===== src/rtl/alu_arbiter.sv =====
// alu_arbiter
// Shares one combinational ALU between two requesters through a registered
// req/ack handshake. A three-state controller (IDLE -> EXEC -> ACK) picks a
// winner, latches that requester's opcode and operands into the ALU input
// registers, and captures the ALU result and zero flag one cycle later. It
// then pulses the winner's acknowledge for one cycle.
//
// Build option: define ALU_ARB_FIXED_PRIO_EN so that requester 0 always wins
// a tie. The default build uses round-robin arbitration.
//
// Ports
//   clk, reset             clock; synchronous active-high reset
//   Req0_i / Req1_i        request from requester 0 / 1
//   Op*_i, A*_i, B*_i      opcode and operands from each requester
//   Ack0_o / Ack1_o        one-cycle pulse: result valid for that requester
//   Result_o, Zero_o       captured ALU result and zero flag (shared)
//   ALU_Operation_o        registered opcode to the ALU
//   ALU_A_o, ALU_B_o       registered operands to the ALU
//   ALU_Result_i           result returned by the ALU
//   ALU_Zero_i             zero flag returned by the ALU
module alu_arbiter #(
  parameter int DATA_WIDTH = 32,
  parameter int OP_WIDTH   = 4
) (
  input  logic                  clk,
  input  logic                  reset,
  input  logic                  Req0_i,
  input  logic                  Req1_i,
  input  logic [OP_WIDTH-1:0]   Op0_i,
  input  logic [OP_WIDTH-1:0]   Op1_i,
  input  logic [DATA_WIDTH-1:0] A0_i,
  input  logic [DATA_WIDTH-1:0] B0_i,
  input  logic [DATA_WIDTH-1:0] A1_i,
  input  logic [DATA_WIDTH-1:0] B1_i,
  output logic                  Ack0_o,
  output logic                  Ack1_o,
  output logic [DATA_WIDTH-1:0] Result_o,
  output logic                  Zero_o,
  output logic [OP_WIDTH-1:0]   ALU_Operation_o,
  output logic [DATA_WIDTH-1:0] ALU_A_o,
  output logic [DATA_WIDTH-1:0] ALU_B_o,
  input  logic [DATA_WIDTH-1:0] ALU_Result_i,
  input  logic                  ALU_Zero_i
);

  typedef enum logic [1:0] {
    IDLE = 2'd0,
    EXEC = 2'd1,
    ACK  = 2'd2
  } state_t;

  state_t state_q, state_d;
  logic   grant_q;
  logic   winner;
  logic   any_req;

`ifndef ALU_ARB_FIXED_PRIO_EN
  // Most recent winner. It resets to 1 so that requester 0 takes the first tie.
  logic last_q;
`endif

  assign any_req = Req0_i | Req1_i;

  // Winner index: 0 selects requester 0, 1 selects requester 1.
  always_comb begin
    winner = 1'b0;
`ifdef ALU_ARB_FIXED_PRIO_EN
    winner = ~Req0_i;
`else
    if (Req0_i && Req1_i) begin
      winner = ~last_q;
    end else begin
      winner = ~Req0_i;
    end
`endif
  end

  always_comb begin
    state_d = state_q;
    case (state_q)
      IDLE:    if (any_req) state_d = EXEC;
      EXEC:    state_d = ACK;
      ACK:     state_d = IDLE;
      default: state_d = IDLE;
    endcase
  end

  always_ff @(posedge clk) begin
    if (reset) begin
      state_q         <= IDLE;
      grant_q         <= 1'b0;
`ifndef ALU_ARB_FIXED_PRIO_EN
      last_q          <= 1'b1;
`endif
      Ack0_o          <= 1'b0;
      Ack1_o          <= 1'b0;
      Result_o        <= '0;
      Zero_o          <= 1'b0;
      ALU_Operation_o <= '0;
      ALU_A_o         <= '0;
      ALU_B_o         <= '0;
    end else begin
      state_q <= state_d;
      case (state_q)
        IDLE: begin
          // Grant: latch the winner's operands. With no request, the ALU inputs hold.
          if (any_req) begin
            grant_q         <= winner;
`ifndef ALU_ARB_FIXED_PRIO_EN
            last_q          <= winner;
`endif
            ALU_Operation_o <= winner ? Op1_i : Op0_i;
            ALU_A_o         <= winner ? A1_i  : A0_i;
            ALU_B_o         <= winner ? B1_i  : B0_i;
          end
        end
        EXEC: begin
          // The ALU inputs were stable for a full cycle: capture the result and arm the ack.
          Result_o <= ALU_Result_i;
          Zero_o   <= ALU_Zero_i;
          Ack0_o   <= ~grant_q;
          Ack1_o   <= grant_q;
        end
        ACK: begin
          Ack0_o <= 1'b0;
          Ack1_o <= 1'b0;
        end
        default: begin
          Ack0_o <= 1'b0;
          Ack1_o <= 1'b0;
        end
      endcase
    end
  end

endmodule


===== config.mk =====
export PLATFORM = sky130hd
export DESIGN_NAME = alu_arbiter
export DESIGN_NICKNAME = d
export VERILOG_FILES = /design/src/rtl/alu_arbiter.sv
export SDC_FILE = /design/constraint.sdc
export NUM_CORES = 1
export LEC_CHECK = 0
export BUFFER_PORTS_ARGS = -buffer_cell sky130_fd_sc_hd__buf_2
export CAP_MARGIN = 30
export CORE_AREA = 4 4 122 124
export DETAILED_ROUTE_END_ITERATION = 12
export DIE_AREA = 0 0 126 128
export PLACE_DENSITY = 0.65
export SETUP_SLACK_MARGIN = 0.05
export SYNTH_ARGS = -nofsm -noshare
export SYNTH_HDL_FRONTEND = slang
export SYNTH_SLANG_ARGS = --single-unit

===== constraint.sdc =====
create_clock -name clk -period 1.8 [get_ports clk]
set_input_delay 0.09 -clock clk [delete_from_list [all_inputs] [get_ports clk]]
set_output_delay 0.09 -clock clk [all_outputs]
set_load 0.01 [all_outputs]

# Word-level counts from Yosys, hierarchy flattened
# Cells that the tools add are included.
dict set report op_classes {
  mux 8
  n_reduce_logical 3
  eq_ne 2
  bitwise_logic 4
}
# operator count
set op_table {}
lappend op_table {{2-to-1 mux 32 bit} 2}
lappend op_table {{2-to-1 mux 4 bit} 1}
lappend op_table {{one-hot mux 1 bit (2 select lines)} 2}
lappend op_table {{one-hot mux 2 bit (2 select lines)} 1}
lappend op_table {{NOT 1 bit} 3}
lappend op_table {{equality test 2 x 1 -> 1 bit, second input constant} 1}
lappend op_table {{zero test 2 bit} 1}
lappend op_table {{2-to-1 mux 2 bit} 1}
lappend op_table {{inequality test 2 bit, second input constant} 1}
lappend op_table {{AND reduction 2 bit} 1}
lappend op_table {{logical AND 1 bit} 1}
lappend op_table {{2-to-1 mux 1 bit} 1}
lappend op_table {{OR 1 bit} 1}
dict set report word_totals {
  wordCells 27
  out_inout_bits 103
  register_bits 107
  inputBits 173
}

# Logic depth before layout (Yosys ltp)
dict set report logic_depth {
  depth_word 3
  ltp_mapped 8
  mapped_depth_nobuf 3
}

# Worst setup path before layout
# No wires, ideal clock.
dict set report synth_path {
  path_type {reg2reg}
  start {reg last_q}
  end {reg ALU_A_o[24]}
  arrival_ns 1.359
  path_buffers 3
  path_slack_ns 0.353
  setup_time_ns 0.089
  path_stages_with_launch 7
  cell_sequence {dfxtp_1 -> nand2b_1 -> buf_2 -> buf_2 -> clkbuf_1 -> nand3_1 -> a311oi_2}
}
dict set report synth_between {
  elab_chain_cells 3
}
# element line_no
set synth_lines {}
lappend synth_lines {{start, declared} 59} ;# logic last_q;
lappend synth_lines {{start signal, assigned} 110} ;# last_q <= winner;
lappend synth_lines {{NOT 1 bit} 71} ;# winner = ~last_q;
lappend synth_lines {{2-to-1 mux 1 bit} 70} ;# if (Req0_i && Req1_i) begin
lappend synth_lines {{2-to-1 mux 32 bit} 113} ;# ALU_A_o <= winner ? A1_i : A0_i;
lappend synth_lines {{end signal, assigned} 113}
lappend synth_lines {{end, declared} 40} ;# output logic [DATA_WIDTH-1:0] ALU_A_o,
# Every way passes these cells.
# A chain may end at the register's enable or synchronous reset.

# Worst setup path in the final report
dict set report layout_path {
  start {reg last_q}
  end {reg ALU_B_o[30]}
}
dict set report layout_between {
  elab_chain_cells 3
}
# element line_no
set layout_lines {}
lappend layout_lines {{NOT 1 bit} 71}
lappend layout_lines {{2-to-1 mux 1 bit} 70}
lappend layout_lines {{2-to-1 mux 32 bit} 114} ;# ALU_B_o <= winner ? B1_i : B0_i;
lappend layout_lines {{end signal, assigned} 114}
lappend layout_lines {{end, declared} 41} ;# output logic [DATA_WIDTH-1:0] ALU_B_o,
# Every way passes these cells.

==> flow_metrics.tcl <==
set metrics [dict create \
    globalRouteOverflowTotal 0 \
    max_cap_violations 0 \
    global_route.usage.total_pct 20.2 \
    hold_path.class "input pin to register" \
    finalHoldViolCount 0 \
    initial_utilization_pct 34.3 \
    clock_skews_ns 0.00934 \
    routed_wire_length_per_instance_um 17.1 \
    worstPathBufferInverterCount 1 \
    drive_gt1_share_pct 40.1 \
    synth.top_cell.area_share_pct 45.3 \
    slowest_delay_ns 0.38 \
    final_max_tran_viols 0 \
    power.net_switching_mw 1.82 \
    first_iter_violations 349 \
    cts.repair.resized 0 \
    firstDrtPassIters 4 \
    clk-insertion-delay-late_ns 0.35 \
    place_ws_ns 0.295 \
    remaining_drc_errors 0 \
    cts_num_sinks 107 \
    htree_levels 3 \
    grt_pass1_wl_um 27000 \
    post_cts_clock_slew_at_the_launch_and_capture_registers_of_the_worst_setup_and_hold_paths_ns 0.07 \
    p_leak_nw 3.00 \
    power.internal_mw 4.26 \
    post-dp-hpwl_um 11400 \
    max_slew.worst_pin.slew_ns 0.641 \
    routed_wl_um 17300 \
    critPathTopFamily "simple AND/OR/NAND/NOR gates" \
    fp.dieH_um 128 \
    peakVddDrop_uv 409 \
    tritoncts "done" \
    detailroute.via_count 5351 \
    slew_headroom_pct 57.3 \
    hold_buffers 27 \
    number_of_global_route_vias_before_repair 5282 \
    finalCritPeriodShare_pct 80.6 \
    crit_path_max_fanout 31 \
    setup_repair_after_global_routing_missed_its_margin "no" \
    power.share.clock_pct 30.8 \
    num-nets-final 1001 \
    crit_chain "nand2b_2 > buf_12 > nand3_1 > a311oi_1" \
    power.share.sequential_pct 44.8 \
    synth_warnings 0 \
    finalSetupViolations 0 \
    worst-setup-path-type "register to register" \
    fp-row-count 43 \
    netlist_area_mm2 0.00473 \
    pwr_cell_area_mw_per_mm2 892 \
    area_growth_pct 44.2 \
    worst_slack_setup_final_ns 0.349 \
    route.antenna.remaining_nets 0 \
    grt_max_degree 108 \
    postSynthRegisterBits 107 \
    die_area_mm2 0.0161 \
    synth.largest_area_cell "dfxtp_1" \
    timing.critical_path.required_ns 2.05 \
    ctsLongestPathBuffers 2 \
    grt_antenna_before_repair 0 \
    n_antenna_cell 0 \
    worstReg2RegStart "last_q" \
    hold_ws_ns 0.0105 \
    run_status "finished clean" \
    worst_setup_path_start_kind "register" \
    final_common_cell "buf_2" \
    placement.io_buffers 275 \
    comb_power_share_pct 24.3 \
    floorplan.core_area_mm2 0.0138 \
    route.detailed.vias_per_inst 5.29 \
    clk_root_buffer_cell "clkbuf_16" \
    cts-buffers-inserted 9 \
    syn_avg_cell_area_um2 8.28 \
    final.setup.tns_ns 0 \
    synth.area.top_cells "dfxtp_1 45%, a21oi_1 11%, a311oi_1 8.9%" \
    p_sw_share_pct 29.9 \
    syn_inst 571 \
    fp.dieW_um 126 \
    critical-path-slowest-cell "dfxtp_1" \
    floorplan.io_pins 276 \
    start_point_of_the_worst_hold_path "ALU_Result_i[22]" \
    critical_path_arrival_ns 1.70 \
    crit_path_end_kind "register" \
    final_wtd_congestion 0.803 \
    setup_fix_bufs_post_cts 0 \
    synth.net_count 744 \
    layout_min_cycle_time_ns 1.45 \
    critPathLaunch "last_q" \
    ys_types 24 \
    most-common-layout-cells "274 x buf_2, 107 x dfxtp_1, 102 x a21oi_1" \
    timing.fmax_mhz 689 \
    synth.yosys.seq_area_share_pct 45.3 \
]
-- power by group through the flow --
stage          combinational, mW  clock, mW  sequential [mW]
2_1_floorplan              0.704          0             2.88
3_3_place_gp                1.43          0             2.77
3_5_place_dp                1.44          0             2.77
4_1_cts                     1.49       1.94             2.72
5_1_grt                     1.62       2.01             2.75
6_report                    1.48       1.87             2.72
-- layer usage --
layer  vias to the layer above  part of all wire, %  global-route usage (%)
li1                       2619                    -                       -
met1                      2442                   41                    26.0
met2                       260                   48                    33.1
met3                        30                  8.7                    4.83
met4                         0                  2.2                    7.63
met5                         -                    0                       0
-- registers in the layout, indices dropped and copies added, names as in the netlist --
name             cells
Ack0_o               1
Zero_o               1
ALU_B_o             32
grant_q              1
ALU_Operation_o      4
ALU_A_o             32
Ack1_o               1
Result_o            32
last_q               1
state_q              2
-- area by class of cell --
class                   count  area, um^2
repair buffers            319        1880
well taps                 180         225
clock buffers              11         253
flip-flops and latches    107        2140
inverters                   2        7.51
clock inverters             3        25.0
multi-input cells         389        2280
fillers                  1362        6960
-- metrics by stage --
step | total power [mW] | util, % | cell area [um^2] | instances
3_5_place_dp | 4.22 | 45.5 | 6270 | 970
3_3_place_gp | 4.20 | 45.5 | 6270 | 970
6_report | 6.08 | 49.5 | 6810 | 1011
5_1_grt | 6.39 | 49.5 | 6810 | 1011
2_1_floorplan | 3.58 | - | 4730 | 571
4_1_cts | 6.15 | 49.5 | 6810 | 1011
-- worst reg2reg max path, delay by kind of cell (launching register included) --
kind	cells	cell delay [ns]
flops	1	0.38
compound gates	1	0.31
simple gates	2	0.44
buf+inv	1	0.23
-- worst paths after layout --
| kind | cells past startpoint | end | slack, ns |
|---|---|---|---|
| min | 3 | Result_o[22] | 0.01 |
| min reg2reg | 2 | Result_o[25] | 0.45 |
| max | 4 | ALU_B_o[30] | 0.35 |
| max reg2reg | 4 | ALU_B_o[30] | 0.35 |
-- cell usage after synthesis --
cell type and instances:
dfxtp_1 107, a21oi_1 102, nand3_1 68, nand2_1 67, o21ai_0 67, clkbuf_1 60, a311oi_1 48, a311oi_2 20
buf_2 8, buf_6 4, nor2_1 3, mux2i_1 2, nand2b_1 2, nor2b_1 2, nor3_1 2, a211oi_1 1
and2_1 1, and3_1 1, buf_1 1, inv_1 1, inv_2 1, o21ai_1 1, o21bai_1 1, or2_0 1
-- kinds of logic after synthesis --
family	share of synthesized area, %
flops	45.3
simple gates	13.9
mux	0.424
buf+inv	6.80
compound gates	33.6
Power figures use the tool's default switching activity.
